===== config.mk =====
export PLATFORM = sky130hd
export DESIGN_NAME = thr_sweep_ctl_flat
export DESIGN_NICKNAME = d
export VERILOG_FILES = /design/src/rtl/measure_pkg.sv /design/src/rtl/thr_sweep_ctl_if.sv /design/src/rtl/dac_load_seq.sv /design/src/rtl/thr_sweep_ctl.sv /design/src/flat_wrapper.sv
export SDC_FILE = /design/constraint.sdc
export NUM_CORES = 1
export LEC_CHECK = 0
export BUFFER_PORTS_ARGS = -buffer_cell sky130_fd_sc_hd__buf_4
export CORE_ASPECT_RATIO = 2
export CORE_MARGIN = 2
export CORE_UTILIZATION = 25
export CTS_BUF_LIST = sky130_fd_sc_hd__clkbuf_8
export DETAILED_ROUTE_END_ITERATION = 8
export GPL_TIMING_DRIVEN = 0
export HOLD_SLACK_MARGIN = 0.08
export PLACE_DENSITY = 0.5
export SYNTH_ARGS = -nofsm -noshare
export SYNTH_HDL_FRONTEND = slang
export SYNTH_SLANG_ARGS = --single-unit

===== constraint.sdc =====
create_clock -name clk_i -period 4.5 [get_ports clk_i]
set_input_delay 0.225 -clock clk_i [delete_from_list [all_inputs] [get_ports clk_i]]
set_output_delay 0.225 -clock clk_i [all_outputs]
set_load 0.02 [all_outputs]

===== src/rtl/measure_pkg.sv =====
// Shared measure-unit types: sweep state encoding and DAC code width.
// Imported by the threshold-sweep sequencer and its DAC load helper.
package measure_pkg;

    localparam int DAC_CODE_W = 16;

    typedef enum logic [3:0] {
        IDLE,
        LOAD,
        WAIT_DAC,
        SETTLE,
        REQ,
        GAP,
        PUSH,
        DONE,
        ERR
    } sweep_state_t;

endpackage


===== src/rtl/thr_sweep_ctl_if.sv =====
// Result port of the threshold sweep: (code, hit count) with valid/ready.
// The sequencer drives the master side, the result consumer the slave side.
interface thr_sweep_ctl_if #(
    parameter int CODE_W = 16,
    parameter int CNT_W  = 16
);

    logic [CODE_W-1:0] res_code_o;
    logic [CNT_W-1:0]  res_cnt_o;
    logic              res_valid_o;
    logic              res_ready_i;

    modport master (
        output res_code_o,
        output res_cnt_o,
        output res_valid_o,
        input  res_ready_i
    );

    modport slave (
        input  res_code_o,
        input  res_cnt_o,
        input  res_valid_o,
        output res_ready_i
    );

endinterface


===== src/rtl/dac_load_seq.sv =====
// DAC load helper: write pulse, rdy mask while the SPI master picks up
// the write, then a fixed settle interval before reporting done.
module dac_load_seq
    import measure_pkg::*;
#(
    parameter int CODE_W     = DAC_CODE_W,
    parameter int SETTLE_CYC = 64
) (
    input  logic              clk_i,
    input  logic              arstn_i,
    input  logic              go_i,
    input  logic              abort_i,
    input  logic [CODE_W-1:0] code_i,
    input  logic              dac_rdy_i,
    output logic [CODE_W-1:0] dac_code_o,
    output logic              dac_wre_o,
    output logic              done_o
);

    localparam int SW = $clog2(SETTLE_CYC + 1);
    localparam logic [SW-1:0] SET_LAST = SW'(SETTLE_CYC - 1);

    sweep_state_t      ph, ph_n;
    logic [1:0]        mask;
    logic [SW-1:0]     cnt;
    logic              wre_q;
    logic [CODE_W-1:0] code_q;
    logic              load_fire;

    assign load_fire  = (ph == LOAD) && dac_rdy_i && !abort_i;
    assign dac_code_o = code_q;
    assign dac_wre_o  = wre_q && !abort_i;

    // Phase register
    always_ff @(posedge clk_i or negedge arstn_i) begin
        if (!arstn_i) ph <= IDLE;
        else          ph <= ph_n;
    end

    // Phase sequencing and settle completion
    always_comb begin
        ph_n   = ph;
        done_o = 1'b0;
        if (abort_i) begin
            ph_n = IDLE;
        end else begin
            case (ph)
                IDLE:     if (go_i) ph_n = LOAD;
                LOAD:     if (dac_rdy_i) ph_n = WAIT_DAC;
                WAIT_DAC: if (mask == 2'd0 && dac_rdy_i) ph_n = SETTLE;
                SETTLE: begin
                    if (cnt == SET_LAST) begin
                        done_o = 1'b1;
                        ph_n   = IDLE;
                    end
                end
                default:  ph_n = IDLE;
            endcase
        end
    end

    // Write pulse, held code, rdy mask and settle counter
    always_ff @(posedge clk_i or negedge arstn_i) begin
        if (!arstn_i) begin
            wre_q  <= 1'b0;
            code_q <= '0;
            mask   <= 2'd0;
            cnt    <= '0;
        end else begin
            wre_q <= load_fire;
            if (load_fire) code_q <= code_i;
            if (load_fire)          mask <= 2'd2;
            else if (mask != 2'd0)  mask <= mask - 2'd1;
            if (ph == SETTLE && !abort_i) cnt <= cnt + 1'b1;
            else                          cnt <= '0;
        end
    end

endmodule


===== src/rtl/thr_sweep_ctl.sv =====
// Threshold-sweep sequencer: steps the comparator DAC code, collects
// N strobes per code, and emits (code, ones count) on the result port.
module thr_sweep_ctl
    import measure_pkg::*;
#(
    parameter int CODE_W     = DAC_CODE_W,
    parameter int CNT_W      = 16,
    parameter int SETTLE_CYC = 64,
    parameter int TMO_W      = 20
) (
    input  logic              clk_i,
    input  logic              arstn_i,
    input  logic              run_i,
    input  logic [CODE_W-1:0] start_i,
    input  logic [CODE_W-1:0] stop_i,
    input  logic [CODE_W-1:0] step_i,
    input  logic [CNT_W-1:0]  samples_i,
    output logic [CODE_W-1:0] dac_code_o,
    output logic              dac_wre_o,
    input  logic              dac_rdy_i,
    output logic              stb_req_o,
    input  logic              stb_valid_i,
    input  logic              cmp_out_i,
    thr_sweep_ctl_if.master   res,
    output logic              busy_o,
    output logic              done_o,
    output logic              err_o
);

    localparam logic [TMO_W-1:0] TMO_LAST = {{(TMO_W-1){1'b1}}, 1'b0};

    sweep_state_t      state, state_n;
    logic              run_q;
    logic              run_rise;
    logic [CODE_W-1:0] stop_q, step_q, code_q;
    logic [CNT_W-1:0]  samp_q, hits, taken;
    logic [TMO_W-1:0]  tmo;
    logic [CODE_W:0]   nxt;
    logic              last;
    logic              go;
    logic              seq_done;

    assign run_rise = run_i && !run_q;
    assign nxt      = {1'b0, code_q} + {1'b0, step_q};
    assign last     = nxt > {1'b0, stop_q};
    assign go       = (state == LOAD);

    assign stb_req_o       = run_i && (state == REQ);
    assign res.res_valid_o = run_i && (state == PUSH);
    assign res.res_code_o  = code_q;
    assign res.res_cnt_o   = hits;
    assign busy_o = !(state inside {IDLE, DONE, ERR});
    assign done_o = (state == DONE);
    assign err_o  = (state == ERR);

    dac_load_seq #(
        .CODE_W    (CODE_W),
        .SETTLE_CYC(SETTLE_CYC)
    ) u_load (
        .clk_i     (clk_i),
        .arstn_i   (arstn_i),
        .go_i      (go),
        .abort_i   (!run_i),
        .code_i    (code_q),
        .dac_rdy_i (dac_rdy_i),
        .dac_code_o(dac_code_o),
        .dac_wre_o (dac_wre_o),
        .done_o    (seq_done)
    );

    // Sweep state register and run edge detector
    always_ff @(posedge clk_i or negedge arstn_i) begin
        if (!arstn_i) begin
            state <= IDLE;
            run_q <= 1'b0;
        end else begin
            state <= state_n;
            run_q <= run_i;
        end
    end

    // Sweep next-state; run low returns any non-idle state to IDLE
    always_comb begin
        state_n = state;
        if (state != IDLE && !run_i) begin
            state_n = IDLE;
        end else begin
            case (state)
                IDLE: if (run_rise) state_n = LOAD;
                LOAD: if (seq_done) state_n = REQ;
                REQ: begin
                    if (stb_valid_i)          state_n = GAP;
                    else if (tmo == TMO_LAST) state_n = ERR;
                end
                GAP: begin
                    if (!stb_valid_i)
                        state_n = (taken == samp_q) ? PUSH : REQ;
                end
                PUSH: begin
                    if (res.res_ready_i)
                        state_n = last ? DONE : LOAD;
                end
                default: state_n = state;
            endcase
        end
    end

    // Config latch, code stepping, hit/taken counters, strobe timeout
    always_ff @(posedge clk_i or negedge arstn_i) begin
        if (!arstn_i) begin
            stop_q <= '0;
            step_q <= '0;
            samp_q <= '0;
            code_q <= '0;
            hits   <= '0;
            taken  <= '0;
            tmo    <= '0;
        end else begin
            if (state == REQ && run_i) tmo <= tmo + 1'b1;
            else                       tmo <= '0;
            if (state == IDLE && run_rise) begin
                stop_q <= stop_i;
                step_q <= (step_i == '0) ? CODE_W'(1) : step_i;
                samp_q <= (samples_i == '0) ? CNT_W'(1) : samples_i;
                code_q <= start_i;
                hits   <= '0;
                taken  <= '0;
            end
            if (state == LOAD && seq_done) begin
                hits  <= '0;
                taken <= '0;
            end
            if (state == REQ && run_i && stb_valid_i) begin
                taken <= taken + 1'b1;
                if (cmp_out_i && hits != '1) hits <= hits + 1'b1;
            end
            if (state == PUSH && run_i && res.res_ready_i && !last)
                code_q <= nxt[CODE_W-1:0];
        end
    end

endmodule


===== src/flat_wrapper.sv =====
// flat-port wrapper written by rule: the top's interface ports become plain ports
module thr_sweep_ctl_flat import measure_pkg::*;
#(
    parameter int CODE_W     = DAC_CODE_W,
    parameter int CNT_W      = 16,
    parameter int SETTLE_CYC = 64,
    parameter int TMO_W      = 20
)
  (clk_i, arstn_i, run_i, start_i, stop_i, step_i, samples_i, dac_code_o, dac_wre_o, dac_rdy_i, stb_req_o, stb_valid_i, cmp_out_i, busy_o, done_o, err_o, res_res_code_o, res_res_cnt_o, res_res_valid_o, res_res_ready_i);
  thr_sweep_ctl_if #(.CODE_W(CODE_W), .CNT_W(CNT_W)) res_i ();
  input  logic clk_i;
  input  logic arstn_i;
  input  logic run_i;
  input  logic [CODE_W-1:0] start_i;
  input  logic [CODE_W-1:0] stop_i;
  input  logic [CODE_W-1:0] step_i;
  input  logic [CNT_W-1:0] samples_i;
  output logic [CODE_W-1:0] dac_code_o;
  output logic dac_wre_o;
  input  logic dac_rdy_i;
  output logic stb_req_o;
  input  logic stb_valid_i;
  input  logic cmp_out_i;
  output logic busy_o;
  output logic done_o;
  output logic err_o;
  output wire logic [$bits(res_i.res_code_o)-1:0] res_res_code_o;
  output wire logic [$bits(res_i.res_cnt_o)-1:0] res_res_cnt_o;
  output wire logic [$bits(res_i.res_valid_o)-1:0] res_res_valid_o;
  input wire logic [$bits(res_i.res_ready_i)-1:0] res_res_ready_i;
  assign res_res_code_o = res_i.res_code_o;
  assign res_res_cnt_o = res_i.res_cnt_o;
  assign res_res_valid_o = res_i.res_valid_o;
  assign res_i.res_ready_i = res_res_ready_i;
  thr_sweep_ctl #(.CODE_W(CODE_W), .CNT_W(CNT_W), .SETTLE_CYC(SETTLE_CYC), .TMO_W(TMO_W)) u_core (.clk_i(clk_i), .arstn_i(arstn_i), .run_i(run_i), .start_i(start_i), .stop_i(stop_i), .step_i(step_i), .samples_i(samples_i), .dac_code_o(dac_code_o), .dac_wre_o(dac_wre_o), .dac_rdy_i(dac_rdy_i), .stb_req_o(stb_req_o), .stb_valid_i(stb_valid_i), .cmp_out_i(cmp_out_i), .res(res_i), .busy_o(busy_o), .done_o(done_o), .err_o(err_o));
endmodule

Yosys cells after proc, flatten, opt, wreduce, memory -nomap -nowiden
Cells that the tools add are included.

operators by class
  add/subtract/negate cells = 6
  multiplexer cells = 34
  eq/ne operators = 22
  order comparisons = 1
  reduce and logical (&&, ||, !) cells = 33

operators by type and width
  kind                   number
  $mux 16                11
  $mux 4                 12
  $add 16x1->16 const B  2
  $logic_not 16->1       2
  $add 20x1->20 const B  1
  $eq 20x20->1 const B   1
  $mux 20                1
  $pmux 4 s5             1
  $add 16x16->17         1
  $gt 17x16->1           1
  $eq 16x16->1           1
  $eq 4x3->1 const B     4
  $ne 16x16->1 const B   1
  $pmux 4 s4             1
  $logic_and 1x1->1      15
  $ne 3x3->1 const B     4
  $ne 3x2->1 const B     3
  $eq 4x1->1 const B     2
  $eq 4x2->1 const B     2
  $logic_not 4->1        2
  $add 7x1->7 const B    1
  $eq 7x6->1 const B     1
  $mux 7                 1
  $mux 2                 3
  other kinds (14)       22

storage, ports and cells
  register bits = 151
  input bits = 71
  logic and storage cells = 110

Logic depth before layout (Yosys ltp)
  word-level depth = 8
  gate-level depth with buffers = 17
  gate-level depth less buffers = 16

Hierarchy
A second synthesis with hierarchy kept.

second synthesis, totals
  cell total of the unflattened synthesis = 871
  area, all modules = 8,061.5 um^2

modules (own cells, without submodules)
  module         times used  area each (um^2)  sequential area each (um^2)  cells an instance
  thr_sweep_ctl  1           6,815.3           3,027.9                      740
  dac_load_seq   1           1,246.2           700.7                        131

Least setup slack after synthesis
No wires, ideal clock.

  path kind = register -> register
  start point = reg u_core.code_q[0], in the netlist u_core.res.res_code_o[0]
  end point = reg u_core.code_q[4], in the netlist u_core.res.res_code_o[4]
  data arrival time = 3.942 ns
  period minus slack after synthesis = 4.068 ns
  slack = 0.432 ns
  path buffers = 1
  required time = 4.374 ns
  library setup time = 0.126 ns
  cell stages (with the launch flop) = 16
  cell sequence = dfrtp_1 -> ha_1 -> fa_1 -> a211oi_2 -> o21ai_0 -> a21oi_1 -> xnor2_1 -> ha_1 -> a211oi_2 -> nor2_1 -> a2111o_1 -> a211o_1 -> a221o_2 -> and2_4 -> buf_6 -> a221o_1

between the ends
  cells in the longest elaborated chain, start to end = 5
  elaborated cells on any way between the ends = 6
  those cells by class = 1 x add/sub; 1 x order compare; 1 x mux; 3 x reduce/logical

ends and longest elaborated chain
  item                                          line                  RTL
  from (decl)                                   thr_sweep_ctl.sv:35   logic [CODE_W-1:0] stop_q, step_q, code_q;
  from (signal assigned)                        thr_sweep_ctl.sv:125  code_q <= start_i;
  from (signal assigned)                        thr_sweep_ctl.sv:138  code_q <= nxt[CODE_W-1:0];
  $add 16x16->17 (*)                            thr_sweep_ctl.sv:44   assign nxt = {1'b0, code_q} + {1'b0, step_q};
  $gt 17x16->1                                  thr_sweep_ctl.sv:45   assign last = nxt > {1'b0, stop_q};
  $logic_not 1->1                               thr_sweep_ctl.sv:137  if (state == PUSH && run_i && res.res_ready_i && !last)
  $logic_and 1x1->1                             thr_sweep_ctl.sv:137
  $mux 16 or $reduce_bool 2->1 (tied branches)  n/a

Mark *: on every way between the ends. The rest lies on a longest branch, timed or not.
A chain may end at the register's enable or synchronous reset.

Worst setup path after layout
  start point = reg u_core.code_q[0], in the netlist u_core.res.res_code_o[0]
  end point = reg u_core.code_q[14], in the netlist u_core.res.res_code_o[14]

The elaborated chain is that of the path after synthesis.

==> run_results.csv <==
group,metric,value,unit
timing,layout_min_cycle_time,4.31,ns
worst_setup_path,cp-end-kind,"register",
grt,grt_max_degree,112,
clocking,h-tree-depth,4,
clocking,numCtsBuffers,17,
worst_setup_path,r2r.worst_path.cells,15,
final_layout,final_common_cell,"nand2_1",
worst_setup_path,timing.rr.start,"u_core.res.res_code_o[0]$_DFFE_PN0P_",
timing,setup_viol,0,
place,place_area,9360,um^2
grt,first_global_vias,7254,
place,numPortBuffers,124,
die,die_w,129,um
hold_path,hold_path.startpoint,"dac_rdy_i",
worst_setup_path,crit_fanout,10,
timing,hold_ws,0.156,ns
hold_path,whs_endpoint,"u_core.u_load.mask[1]$_DFFE_PN0P_",
logic_synthesis,synth-xor-area-share,6.90,%
timing,finalHoldViolations,0,
worst_setup_path,startpoint_type,"register",
grt,grt_pass1_wl,39.0,mm
status,outcome,"completed",
logic_synthesis,yosys_warnings,0,
final_layout,fin_cells,1484,
logic_synthesis,synth_cell_types,53,
final_layout,antenna_cells,0,
grt,track_usage,15.7,%
timing,skew,0.0172,ns
logic_synthesis,yosys.area_share.simple,21.1,%
worst_setup_path,cp.required,4.88,ns
pwr,power.share.combinational,51.7,%
route,drt_pre_antenna_iters,4,
place,gp_congestion,0.824,
logic_synthesis,syn_avg_cell_area,9.38,um^2
final_layout,areaGrowthSynthToFinish,33.1,%
place,hpwl,18.8,mm
pwr,cellPowerDensity,613,nW/um^2
final_layout,drive_gt1_share,18.9,%
pwr,internal_power,0.00359,W
route,vias_per_cell,4.61,
logic_synthesis,synthFlopType,"dfrtp_1",
clocking,cts_sinks,149,
logic_synthesis,synth_top_family_by_area,"simple AND/OR/NAND/NOR gates",
job,drv_cap,0,
logic_synthesis,synthAdderAreaFrac,6.93,%
logic_synthesis,syn_inst,839,
pwr,clkPwrFrac,15.8,%
logic_synthesis,synth.cell_area,7870,um^2
grt,antenna_found_initial,0,
route,drt_iter0_drc,250,
pwr,p_leak,4.95,nW
worst_setup_path,critPathKind,"reg -> reg",
pwr,switchingPower,0.00283,W
die,ioPinCount,125,
pwr,pwr-share-seq,32.5,%
timing,finalMaxSlewViolations,0,
clocking,tritoncts,"yes",
pwr,ir_drop,0.409,mV
clocking,clock-root-buffer,"clkbuf_8",
die,std_cell_rows,91,
final_layout,fin_nets,1167,
route,drc,0,
timing,fin_crit_sh,95.8,%
timing,worst_pin_slew,1.13,ns
logic_synthesis,muxShareOfSynthArea,3.59,%
place,placedCellCount,1382,
pwr,switching_share,44.0,%
die,start_util,25.4,%
clocking,clk_latency,0.50,ns
logic_synthesis,ys_ff_latch,149,
grt,grt_remaining_overflow,0,
timing,rsz0062_at_grt,"false",
die,die_h,255,um
clocking,clk_pin_slew,0.09,ns
die,core_area,31000,um^2
route,vias,6841,
logic_synthesis,ys_seq_area_share,47.4,%
logic_synthesis,synthArstFlopShare,100,%
hold_path,hold_class,"in -> reg",
worst_setup_path,reg2reg_to,"u_core.res.res_code_o[14]$_DFFE_PN0P_",
worst_setup_path,arrival,4.69,ns
timing,setup-tns-final,0,ns
logic_synthesis,synth_compound_area_share,11.0,%
route,post_drt_wl_per_cell,16.8,um
route,drt-total-wl,25.0,mm
timing,max_slew_margin,24.2,%
final_layout,design_area,10500,um^2
die,dieArea,33000,um^2
worst_setup_path,rrSetupSlack,0.19,ns
logic_synthesis,synthesis.nets,953,
clocking,clockBufferDepth,2,
hold_path,min_path_cells,3,
route,final_antenna_net_count,0,
logic_synthesis,synth_enable_flop_cells,0,
timing,clock.fmax,0.232,GHz
final_layout,final_cell_mix,"nand2_1, dfrtp_1, buf_4",
[area by class of cell]
type                            instances  area [um^2]
Buffer                                 25          103
Clock buffer                           19          262
Clock inverter                         13          109
Fill cell                            3329        20500
Inverter                               37          139
Multi-Input combinational cell        628         3950
Sequential cell                       149         3730
Tap cell                              418          523
Timing Repair Buffer                  195         1660
[registers in the layout, summed over array words and instances (netlist names)]
name                      cells
u_core.tmo                   20
u_core.res.res_cnt_o         16
u_core.res.res_code_o        16
u_core.samp_q                16
u_core.step_q                16
u_core.stop_q                16
u_core.taken                 16
u_core.u_load.dac_code_o     16
u_core.u_load.cnt             7
u_core.state                  4
u_core.u_load.mask            2
u_core.u_load.ph              2
u_core.run_q                  1
u_core.u_load.wre_q           1
[how the worst max path moves through the flow]
stage	startpoint	to	cells past startpoint
CTS	u_core.res.res_code_o[1]$_DFFE_PN0P_	u_core.res.res_code_o[14]$_DFFE_PN0P_	15
global placement	u_core.res.res_code_o[1]$_DFFE_PN0P_	u_core.res.res_code_o[13]$_DFFE_PN0P_	15
detailed placement	u_core.res.res_code_o[1]$_DFFE_PN0P_	u_core.res.res_code_o[14]$_DFFE_PN0P_	15
finish	u_core.res.res_code_o[0]$_DFFE_PN0P_	u_core.res.res_code_o[14]$_DFFE_PN0P_	15
global route	u_core.res.res_code_o[1]$_DFFE_PN0P_	u_core.res.res_code_o[8]$_DFFE_PN0P_	15
floorplan	u_core.res.res_code_o[0]$_DFFE_PN0P_	u_core.res.res_code_o[4]$_DFFE_PN0P_	15
[timing repair]
action                                  in CTS  in global routing
pin swaps                                    0                  8
hold buffers                                67                  0
endpoints found under the setup margin      13                 14
endpoints found under the hold margin      168                  0
gates resized for setup                      2                  8
buffers inserted                             0                  3
[layer usage]
layer	GRT usage, %	wire (um)
met4	6.67	687
met5	0	0
met2	30.8	14200
met1	15.7	9170
met3	3.09	905
[through the flow]
| stage | total power [W] | utilization (%) | setup WS, ns |
|---|---|---|---|
| after floorplan | 0.00412 | - | 0.432 |
| after global placement | 0.00524 | 30.1 | -0.133 |
| after detailed placement | 0.00530 | 30.2 | -0.130 |
| after CTS | 0.00642 | 33.6 | 0.0125 |
| after global routing | 0.00697 | 33.8 | 0.00288 |
| final | 0.00642 | 33.8 | 0.190 |
[synthesized netlist by cell type, drive strengths merged, types with 2 or more instances]
library cell  number  share of area, %
o21ai             55               3.5
nor4              13               1.0
or3                7              0.56
dfrtp            149                47
and4               7              0.78
a211o              2              0.22
nand4             13               1.0
o21bai             3              0.29
a21oi             27               1.7
a31oi              5              0.40
and3              27               2.2
o22ai              3              0.24
clkbuf            20              0.95
xor2              44               4.9
nor3              12              0.76
and2               7              0.59
a211oi             4              0.51
ha                42               6.7
a41oi              2              0.22
inv               37               1.8
mux2              18               2.6
xnor2             18               2.0
nor2              62               3.0
a221o             16               2.1
a21boi             2              0.19
nor4b              2              0.22
o31ai              2              0.19
mux2i              8               1.0
nand2            171               8.2
buf                5              0.35
nand3             36               2.3
nor2b              4              0.32
o211ai             4              0.38
[cell families after synthesis]
kind of cell    count (synthesis)
compound gates                133
xor+xnor                       62
flops                         149
mux                            26
simple gates                  364
fa+ha+maj                      43
buf+inv                        62
[critical path, stage by stage (launching register included)]
cell and delay (ns):
dfrtp_2 0.45, ha_1 0.24, fa_2 0.38, a211oi_2 0.29
o21ai_0 0.16, a21oi_2 0.19, xnor2_2 0.18, ha_1 0.31
a211oi_2 0.18, nor2_1 0.08, a2111o_1 0.38, a211o_1 0.33
a221o_2 0.39, and2_4 0.19, buf_6 0.15, a221o_1 0.30
[power by group through the flow]
stage	sequential, W	clock, W	combinational (W)
2_1_floorplan	0.00213	0	0.00199
3_3_place_gp	0.00212	0	0.00312
3_5_place_dp	0.00212	0	0.00318
4_1_cts	0.00210	0.00106	0.00327
5_1_grt	0.00214	0.00110	0.00373
6_report	0.00209	0.00102	0.00332
Power figures use the tool's default switching activity.
